$ cat src/rtl/muldiv_hilo_ctrl_pkg.sv
// Shared op codes, sequencer states and operand helpers for the HI/LO multiply/divide unit.
package muldiv_hilo_ctrl_pkg;

  typedef enum logic [2:0] {
    MDU_OP_MULT  = 3'd0,
    MDU_OP_MULTU = 3'd1,
    MDU_OP_DIV   = 3'd2,
    MDU_OP_DIVU  = 3'd3,
    MDU_OP_MTHI  = 3'd4,
    MDU_OP_MTLO  = 3'd5
  } mdu_op_e;

  typedef enum logic [1:0] {
    ST_IDLE = 2'd0,
    ST_MUL  = 2'd1,
    ST_DIV  = 2'd2,
    ST_FIN  = 2'd3
  } mdu_state_e;

  // Per-operation flags latched at start and consumed in FIN.
  typedef struct packed {
    logic is_div;
    logic neg_a;
    logic neg_b;
    logic dz;
  } mdu_ctl_t;

  function automatic logic [31:0] mag32(input logic [31:0] v, input logic sgn);
    return (sgn && v[31]) ? 32'(-v) : v;
  endfunction

endpackage

$ cat src/rtl/muldiv_hilo_ctrl_sign_fix.sv
// Applies signed-op corrections to the raw magnitude result of the iterative datapath.
module mdu_sign_fix #(
  parameter int XLEN = 32
) (
  input  logic              is_div,
  input  logic              neg_a,
  input  logic              neg_b,
  input  logic [2*XLEN-1:0] raw,
  output logic [2*XLEN-1:0] res
);
  always_comb begin
    res = raw;
    if (!is_div) begin
      if (neg_a ^ neg_b) res = -raw;
    end else begin
      // Remainder follows the dividend's sign; quotient follows the sign product.
      res[2*XLEN-1:XLEN] = neg_a ? -raw[2*XLEN-1:XLEN] : raw[2*XLEN-1:XLEN];
      res[XLEN-1:0]      = (neg_a ^ neg_b) ? -raw[XLEN-1:0] : raw[XLEN-1:0];
    end
  end
endmodule

$ cat src/rtl/muldiv_hilo_ctrl.sv
// Iterative 1-bit/cycle multiply/divide sequencer owning HI/LO; stalls EX while busy.
module muldiv_hilo_ctrl
  import muldiv_hilo_ctrl_pkg::*;
#(
  parameter int XLEN  = 32,
  parameter int CNT_W = 6
) (
  input  logic            clk_i,
  input  logic            rst_i,
  input  logic            start_i,
  input  logic [2:0]      op_i,
  input  logic [XLEN-1:0] src0_i,
  input  logic [XLEN-1:0] src1_i,
  input  logic            flush_i,
  input  logic            mf_i,
  output logic [XLEN-1:0] hi_o,
  output logic [XLEN-1:0] lo_o,
  output logic            busy_o,
  output logic            done_o,
  output logic            stall_o
);
  mdu_state_e       state_q;
  logic [CNT_W-1:0] cnt_q;
  logic [XLEN-1:0]  acc_q;   // product high half / remainder
  logic [XLEN-1:0]  mpl_q;   // multiplier then product low half / dividend then quotient
  logic [XLEN-1:0]  mcd_q;   // multiplicand / divisor magnitude
  mdu_ctl_t         ctl_q;
  logic [XLEN-1:0]  hi_q, lo_q;
  logic             done_q;

  logic [XLEN:0]    mul_sum;
  logic [XLEN:0]    div_sh;
  logic [XLEN+1:0]  div_trial;
  logic             div_ok;
  logic             last_iter;
  logic             sgn_op;
  logic [2*XLEN-1:0] fixed;

  always_comb begin
    mul_sum   = {1'b0, acc_q} + (mpl_q[0] ? {1'b0, mcd_q} : '0);
    div_sh    = {acc_q, mpl_q[XLEN-1]};
    div_trial = {1'b0, div_sh} - {2'b0, mcd_q};
    div_ok    = ~div_trial[XLEN+1];
    last_iter = (cnt_q == CNT_W'(XLEN-1));
    sgn_op    = (op_i == MDU_OP_MULT) || (op_i == MDU_OP_DIV);
  end

  mdu_sign_fix #(.XLEN(XLEN)) u_sign_fix (
    .is_div (ctl_q.is_div),
    .neg_a  (ctl_q.neg_a),
    .neg_b  (ctl_q.neg_b),
    .raw    ({acc_q, mpl_q}),
    .res    (fixed)
  );

  always_ff @(posedge clk_i) begin
    if (rst_i) begin
      state_q <= ST_IDLE;
      cnt_q   <= '0;
      acc_q   <= '0;
      mpl_q   <= '0;
      mcd_q   <= '0;
      ctl_q   <= '0;
      hi_q    <= '0;
      lo_q    <= '0;
      done_q  <= 1'b0;
    end else begin
      done_q <= 1'b0;
      case (state_q)
        ST_IDLE: if (start_i && !flush_i) begin
          case (mdu_op_e'(op_i))
            MDU_OP_MTHI: hi_q <= src0_i;
            MDU_OP_MTLO: lo_q <= src0_i;
            MDU_OP_MULT, MDU_OP_MULTU: begin
              acc_q   <= '0;
              mcd_q   <= mag32(src0_i, sgn_op);
              mpl_q   <= mag32(src1_i, sgn_op);
              cnt_q   <= '0;
              ctl_q   <= '{is_div: 1'b0, neg_a: sgn_op & src0_i[XLEN-1],
                           neg_b: sgn_op & src1_i[XLEN-1], dz: 1'b0};
              state_q <= ST_MUL;
            end
            MDU_OP_DIV, MDU_OP_DIVU: begin
              acc_q   <= '0;
              mpl_q   <= mag32(src0_i, sgn_op);
              mcd_q   <= mag32(src1_i, sgn_op);
              cnt_q   <= '0;
              ctl_q   <= '{is_div: 1'b1, neg_a: sgn_op & src0_i[XLEN-1],
                           neg_b: sgn_op & src1_i[XLEN-1], dz: (src1_i == '0)};
              state_q <= ST_DIV;
            end
            default: ;
          endcase
        end
        ST_MUL: if (flush_i) state_q <= ST_IDLE;
        else begin
          acc_q <= mul_sum[XLEN:1];
          mpl_q <= {mul_sum[0], mpl_q[XLEN-1:1]};
          cnt_q <= cnt_q + CNT_W'(1);
          if (last_iter) state_q <= ST_FIN;
        end
        ST_DIV: if (flush_i) state_q <= ST_IDLE;
        else begin
          acc_q <= div_ok ? div_trial[XLEN-1:0] : div_sh[XLEN-1:0];
          mpl_q <= {mpl_q[XLEN-2:0], div_ok};
          cnt_q <= cnt_q + CNT_W'(1);
          if (last_iter) state_q <= ST_DIV == ST_DIV ? ST_FIN : ST_FIN;
        end
        ST_FIN: begin
          state_q <= ST_IDLE;
          if (!flush_i) begin
            // Divide by zero: remainder path already yields the dividend; quotient is forced.
            hi_q   <= fixed[2*XLEN-1:XLEN];
            lo_q   <= ctl_q.dz ? '1 : fixed[XLEN-1:0];
            done_q <= 1'b1;
          end
        end
        default: state_q <= ST_IDLE;
      endcase
    end
  end

  assign hi_o    = hi_q;
  assign lo_o    = lo_q;
  assign busy_o  = (state_q != ST_IDLE);
  assign done_o  = done_q;
  assign stall_o = busy_o & (start_i | mf_i);

endmodule

$ cat config.mk
export PLATFORM = sky130hd
export DESIGN_NAME = muldiv_hilo_ctrl
export DESIGN_NICKNAME = d
export VERILOG_FILES = /design/src/rtl/muldiv_hilo_ctrl_pkg.sv /design/src/rtl/muldiv_hilo_ctrl_sign_fix.sv /design/src/rtl/muldiv_hilo_ctrl.sv
export SDC_FILE = /design/constraint.sdc
export NUM_CORES = 1
export LEC_CHECK = 0
export ABC_AREA = 1
export ABC_CLOCK_PERIOD_IN_PS = 2400
export BUFFER_PORTS_ARGS = -buffer_cell sky130_fd_sc_hd__buf_2
export CAP_MARGIN = 15
export CORE_MARGIN = 8
export CORE_UTILIZATION = 40
export CTS_CLUSTER_DIAMETER = 80
export CTS_CLUSTER_SIZE = 25
export DETAILED_ROUTE_END_ITERATION = 6
export PLACE_DENSITY = 0.6
export SLEW_MARGIN = 0
export SYNTH_ARGS = -nofsm -noshare
export SYNTH_HDL_FRONTEND = slang
export SYNTH_SLANG_ARGS = --single-unit
$ cat constraint.sdc
create_clock -name clk_i -period 2.4 [get_ports clk_i]
set_input_delay 0.12 -clock clk_i [delete_from_list [all_inputs] [get_ports clk_i]]
set_output_delay 0.12 -clock clk_i [all_outputs]
set_load 0.05 [all_outputs]
==> key figures, run 1 <==
Timing
  – Final Hold Vio Count: 0
  – Final period util: 0.995
  – Fin worst setup slack: roughly 0.013 ns
  – Max_slew headroom: 0.444
  – Worst Max-Slew Pin Slew: approximately 0.83 ns
  – Fin crit period: roughly 2.4 ns
  – Skew final: 0.0217 ns
  – Slew Limit Fails: 0
  – Fmax: ~420 MHz
  – RSZ-0062 raised after global routing: yes
  – Final setup viols: 0
  – Hold Worst Slack: slightly above 0.1 ns

Pwr
  – Part of the power in the clock network: 0.139
  – Switch Pwr: 12700 uW
  – Sequential Power Share: 0.184
  – Comb power frac: 0.677
  – Peak VDD IR: around 0.84 mV
  – Leakage: about 0.011 uW
  – Power Dens Cells: ~1000 mW/mm^2
  – Switching share of power: 0.565
  – Pint: 9810 uW

Global route
  – Initial antenna violation count: 6
  – First-pass GRT wire length: roughly 130000 um
  – Total grt overflow: 0
  – Vias in the first global route: 21289
  – Largest net degree at the start of global routing: 94
  – Tot GR Track Use: 0.316

Logic synthesis
  – Leading area contributor after synthesis: nand2_1
  – Post-synth EDFFs: 0
  – Yosys cell types: 54
  – Top-count cell post-synth: nand2_1
  – Synth top area cells: nand2_1 (20%), dfxtp_1 (19%), inv_1 (9.8%), nand3_1 (8.2%), nor2_1 (7.6%)
  – Mapped Cells: ~3300
  – Synth Area per Inst: 5.51 um^2
  – Flops & latches, synth: around 170
  – Net count after synthesis: between 3000 and 4000
  – Post-synthesis sequential area ratio: 0.192
  – Synthesized cell area: 0.0181 mm^2
  – Commonest cells in the synthesized netlist: nand2_1 (978), inv_1 (472), nor2_1 (368), nand3_1 (296), a21oi_1 (227)
  – FFs w/ async S/R, synth: 0
  – Warnings, synthesis: 0
  – Top-area cell type share of the netlist area: 0.203
  – Top FF cell, synth: dfxtp_1

Clocking
  – H-tree depth: 4
  – Worst-Skew Late Latency: between 0.4 and 0.5 ns
  – Max clock buf depth: 2
  – TritonCTS buffer count: 17
  – CTS Sinks: 173
  – CTS root buffer: clkbuf_16
  – Worst-path clk slew: 0.09 ns
  – CTS tree: yes

Place
  – Place WS: -0.0616 ns
  – Hpwl dp: about 71000 um
  – PortBufs: 138
  – Routability congestion estimate from global placement: ~1.1

Setup path
  – Worst R2R Path Depth: 10
  – Critical path class: reg2reg
  – CP arrival: between 2 and 3 ns
  – Setup crit start kind: register
  – Critical path capture point type: register
  – Crit path max fanout: 14
  – Required time of the critical path: ~2.7 ns

Route
  – Antenna viol nets, final: 0
  – Vias per inst: roughly 5.4
  – Drt first pass iters: 6
  – Vias: 22874
  – DRC viols: 0
  – Wire per inst: slightly above 20 um
  – Initial DRC Count: between 2000 and 2500
  – Total Wirelength: slightly below 90000 um

Worst hold path
  – Min-Delay Path Depth: 4
  – Hold WC Path Type: in2reg

Floorplanning
  – Die Ht: 229 um
  – Io pins: between 100 and 150
  – Chip width: around 230 um
  – Core area: between 0.04 and 0.05 mm^2
  – DIE AREA: roughly 0.052 mm^2
  – Rows: between 70 and 80
  – Initial core utilization: 0.402

Layout
  – Syn-to-layout area delta: 25.5%
  – FILL cells: 4911
  – Layout net count: about 3700
  – Layout cells sized above 1: 0.193

Status
  – Outcome: finished clean

Flow run
  – Max-cap violations: 0
## per-layer routing
layer | track usage | share of wire | vias up
li1 | - | - | 11179
met1 | 0.385 | 0.40 | 10332
met2 | 0.501 | 0.44 | 1087
met3 | 0.0758 | 0.090 | 270
met4 | 0.190 | 0.068 | 6
met5 | 0 | 0.00045 | -
## flip-flops by register name (all words and copies together) (netlist names)
name     cells
ctl_q        4
cnt_q        6
mcd_q       32
state_q      2
done_o       1
mpl_q       32
lo_o        32
acc_q       32
hi_o        32
## layout by cell type, fill, tap and decap left out, types with 41 or more instances in the layout
| cell | Yosys | final |
|---|---|---|
| nor2_1 | 368 | 332 |
| buf_4 | 6 | 254 |
| nand2_1 | 978 | 931 |
| inv_1 | 472 | 464 |
| xor2_1 | 41 | 41 |
| a21oi_1 | 227 | 199 |
| nand2_2 | 9 | 51 |
| o21ai_0 | 183 | 170 |
| dfxtp_1 | 173 | 160 |
| nand4_1 | 45 | 45 |
| nand3_1 | 296 | 291 |
| buf_2 | 30 | 138 |
## power groups by stage
| stage | combinational (uW) | sequential [uW] | clock [uW] |
|---|---|---|---|
| after detailed placement | 14300 | 4170 | 0 |
| after floorplan | 7680 | 5670 | 0 |
| after global routing | 16400 | 4210 | 3250 |
| after global placement | 14300 | 4160 | 0 |
| final | 15300 | 4140 | 3130 |
| after CTS | 14300 | 4110 | 3130 |
## critical path: stages (launching register included)
cell and delay [ns]:
dfxtp_1 0.34, inv_1 0.10, ha_1 0.24, inv_2 0.12, nor3_4 0.21, inv_2 0.10
nor2_1 0.09, buf_4 0.19, inv_2 0.17, or2_1 0.26, a31oi_1 0.38
## layout make-up
| type | count | area (um^2) | share of cell area |
|---|---|---|---|
| clock inverters | 14 | 198 | 0.00872 |
| clock buffers | 18 | 439 | 0.0194 |
| flip-flops and latches | 173 | 3480 | 0.154 |
| well taps | 600 | 751 | 0.0331 |
| repair buffers | 410 | 2910 | 0.128 |
| multi-input cells | 2502 | 13100 | 0.576 |
| inverters | 486 | 1820 | 0.0805 |
| diodes | 4 | 10.0 | 0.000442 |
## metrics by stage
step,area [um^2],util,power [uW],instances,TNS (ns)
2_1_floorplan,18100,-,13300,3281,0
3_3_place_gp,21000,0.467,18500,4159,-0.195
3_5_place_dp,21000,0.467,18400,4159,-0.183
4_1_cts,21700,0.483,21600,4195,-0.0192
5_1_grt,22700,0.504,23800,4205,-0.670
6_report,22700,0.504,22500,4207,0
## path summary, 6_finish.rpt
check | from | endpoint | slack (ns)
worst min-delay path | src0_i[18] | mcd_q[18]$_SDFFE_PP0P_ | 0.10
worst min register to register | cnt_q[0]$_SDFFE_PP0P_ | cnt_q[0]$_SDFFE_PP0P_ | 0.47
worst max register to register | state_q[0]$_SDFFE_PP0P_ | mcd_q[23]$_SDFFE_PP0P_ | 0.01
worst max-delay path | state_q[0]$_SDFFE_PP0P_ | mcd_q[23]$_SDFFE_PP0P_ | 0.01
## repair_timing
item,in CTS,in global routing
pin swaps,0,23
hold buffers,4,0
resized for setup,4,213
endpoints found under the setup margin,8,53
gates cloned,0,2
hold endpoints to repair,3,0
buffers inserted,0,6
## kinds of logic after synthesis
| logic type | after synthesis | share of synthesized area |
|---|---|---|
| flops | 173 | 0.192 |
| fa+ha+maj | 75 | 0.0528 |
| compound gates | 564 | 0.173 |
| simple gates | 1805 | 0.422 |
| xor+xnor | 58 | 0.0281 |
| buf+inv | 606 | 0.132 |
Power figures use the tool's default switching activity.
==> run 2, diff against run 1 <==
--- a/config.mk
+++ b/config.mk
@@ -7,7 +7,7 @@
 export LEC_CHECK = 0
 export ABC_AREA = 1
 export ABC_CLOCK_PERIOD_IN_PS = 2400
-export BUFFER_PORTS_ARGS = -buffer_cell sky130_fd_sc_hd__buf_2
+export BUFFER_PORTS_ARGS = -buffer_cell sky130_fd_sc_hd__clkbuf_2
 export CAP_MARGIN = 15
 export CORE_MARGIN = 8
 export CORE_UTILIZATION = 40
==> run 2 against run 1 <==
Effect of this change:
- clock skew is 0.0034 ns lower
- sequential share of layout area is 0.10 points higher
- worst setup slack better by 0.064 ns
- final cell count shrank 0.24%
- routed wire length shrank 0.81%
- largest power group unchanged
==> key figures, run 2 (synthesis gave the netlist of run 1 again) <==
Clocking
  – CTS root buffer: clkbuf_16
  – H-tree depth: 4 (unchanged)
  – Worst-path clk slew: 0.08 ns (about the same)
  – Worst-Skew Late Latency: 0.48 ns (about the same)
  – TritonCTS buffer count: 17 (unchanged)
  – CTS tree: yes
  – CTS Sinks: 173 (unchanged)
  – Max clock buf depth: 2 (unchanged)

Floorplanning
  – Io pins: 139 (unchanged)
  – Core area: 0.0450 mm^2 (unchanged)
  – DIE AREA: 0.0522 mm^2 (unchanged)
  – Chip width: 229 um (unchanged)
  – Die Ht: 229 um (unchanged)
  – Rows: 78 (unchanged)
  – Initial core utilization: 0.402 (unchanged)

Status
  – Outcome: finished clean

Timing
  – Skew final: 0.0183 ns (-0.00339 ns)
  – Max_slew headroom: 0.472 (+0.0280)
  – Fin Setup TNS: 0 ns (unchanged)
  – Slew Limit Fails: 0 (unchanged)
  – Fmax: 430 MHz (+2.7%)
  – RSZ-0062 raised after global routing: yes
  – Final Hold Vio Count: 0 (unchanged)
  – Fin crit period: 2.32 ns (-0.0635 ns)
  – Final setup viols: 0 (unchanged)
  – Hold Worst Slack: 0.0482 ns (-0.0528 ns)
  – Worst Max-Slew Pin Slew: 0.791 ns (-0.0419 ns)
  – Final period util: 0.968 (-0.0265)

Pwr
  – Pint: 9580 uW (-2.3%)
  – Leakage: 0.0114 uW (-0.74%)
  – Switch Pwr: 12500 uW (-2.0%)
  – Comb power frac: 0.676 (about the same)
  – Part of the power in the clock network: 0.137 (-0.002)
  – Power Dens Cells: 979 mW/mm^2 (-1.5%)
  – Switching share of power: 0.566 (+0.000901)
  – Sequential Power Share: 0.187 (+0.003)
  – Peak VDD IR: 0.886 mV (+6.0%)
  – Tot Pwr: 22100 uW (-2.1%)

Place
  – PortBufs: 138 (unchanged)
  – Routability congestion estimate from global placement: 1.04 (-2.2%)
  – Hpwl dp: 69900 um (-1.2%)
  – Inst Count DP: 4157 (-0.048%)

Layout
  – FILL cells: 4965 (+1.1%)
  – Layout cells sized above 1: 0.192 (-0.00152)
  – Layout net count: 3730 (-0.19%)
  – Fin cells: 4197 (-0.24%)
  – Multi-input gate area: 0.0130 mm^2 (-0.32%)
  – Storage cell area: 0.00348 mm^2 (about the same)
  – Commonest non-fill, non-tap cell in the layout: nand2_1
  – Most frequent cells in the layout: nand2_1 (926), inv_1 (461), nor2_1 (335)
  – Syn-to-layout area delta: 24.7%
  – Post-layout util: 0.501 (-0.00300)

Global route
  – First-pass GRT wire length: 128000 um (about the same)
  – Initial antenna violation count: 3 (-3)
  – Vias in the first global route: 21449 (+0.75%)
  – Tot GR Track Use: 0.314 (-0.00271)
  – Largest net degree at the start of global routing: 94 (unchanged)
  – Total grt overflow: 0 (unchanged)

Worst hold path
  – Hold Crit Start: src1_i[30]
  – Hold WC Path Type: in2reg

Setup path
  – Crit path from: mcd_q[27]$_SDFFE_PP0P_
  – Required time of the critical path: 2.75 ns (+0.02 ns)
  – CP arrival: 2.68 ns (-0.04 ns)
  – Setup crit start kind: register
  – Critical path capture point type: register
  – Reg2reg start: mcd_q[27]$_SDFFE_PP0P_
  – Critical path class: reg2reg
  – Crit path max fanout: 12 (-2)

Route
  – Vias per inst: 5.45 (+0.19%)
  – DRC viols: 0 (unchanged)
  – Drt first pass iters: 6 (unchanged)
  – Initial DRC Count: 2368 (-3.1%)
  – Antenna viol nets, final: 0 (unchanged)
  – Wire per inst: 20.4 um (-0.58%)
  – Vias: 22864 (-0.044%)
  – Total Wirelength: 85700 um (-0.81%)

Flow run
  – Max-cap violations: 0 (unchanged)
-- run 2: cell types whose count changed in the layout (fill, tap and decap cells not counted), moves of 5 or more --
cell and delta:
buf_2 -138, o21ai_0 +5, clkbuf_2 +138, ha_2 -5
buf_4 -5, nand2_1 -5, nand2_2 +9
-- run 2: path summary, 6_finish.rpt --
check | to | slack [ns] | depth (start not counted)
worst max-delay path | acc_q[29]$_SDFFE_PP0P_ | 0.08 | 15
worst min-delay path | ctl_q[0]$_SDFFE_PP0P_ | 0.05 | 4
worst max register to register | acc_q[29]$_SDFFE_PP0P_ | 0.08 | 15
worst min register to register | cnt_q[0]$_SDFFE_PP0P_ | 0.47 | 1
-- run 2: repair_timing --
| item | CTS | global route |
|---|---|---|
| setup buffers | 0 | 5 |
| hold buffers | 1 | 0 |
| cloned | 0 | 1 |
| gates resized for setup | 1 | 198 |
| pin swaps | 0 | 16 |
| setup endpoints to repair | 11 | 50 |
| hold endpoints to repair | 1 | 0 |
-- run 2: metrics by stage --
stage                     cell area [um^2]  setup slack, ns
after CTS                            21700          0.00951
final                                22500           0.0766
after global routing                 22500          -0.0348
after detailed placement             21000          -0.0459
after global placement               21000          -0.0191
after floorplan                      18100           0.0807
-- run 2: final cells by class --
| cell class | instances | share of cell area |
|---|---|---|
| Tap cell | 600 | 0.0333 |
| Timing Repair Buffer | 403 | 0.127 |
| Inverter | 486 | 0.0809 |
| Antenna cell | 2 | 0.000222 |
| Sequential cell | 173 | 0.155 |
| Clock inverter | 14 | 0.00766 |
| Clock buffer | 17 | 0.0189 |
| Multi-Input combinational cell | 2502 | 0.578 |
-- run 2: critical path, cell delays in order, from the launching register on --
cell     delay [ns]
dfxtp_1        0.37
inv_1          0.15
ha_1           0.32
nand2_1        0.12
nor2_1         0.08
o21ai_1        0.16
nand3_2        0.15
nor2_8         0.15
nand2_4        0.09
buf_12         0.16
nand2_4        0.11
nand2_1        0.06
nand2_1        0.10
nand2_1        0.06
nand2_1        0.07
a21oi_2        0.05
-- run 2: layer usage --
metal  track usage  up-vias  share of wire
met1         0.391    10319           0.41
li1              -    11184              -
met4         0.191        0          0.068
met2         0.496     1103           0.44
met5             0        -              0
met3        0.0591      258          0.083
-- run 2: power by group through the flow --
stage                     clock (uW)  sequential, uW  combinational, uW
after global routing            3140            4220              16100
after detailed placement           0            4180              14100
after floorplan                    0            5670               7680
final                           3020            4140              14900
after CTS                       3020            4120              14200
after global placement             0            4170              14100
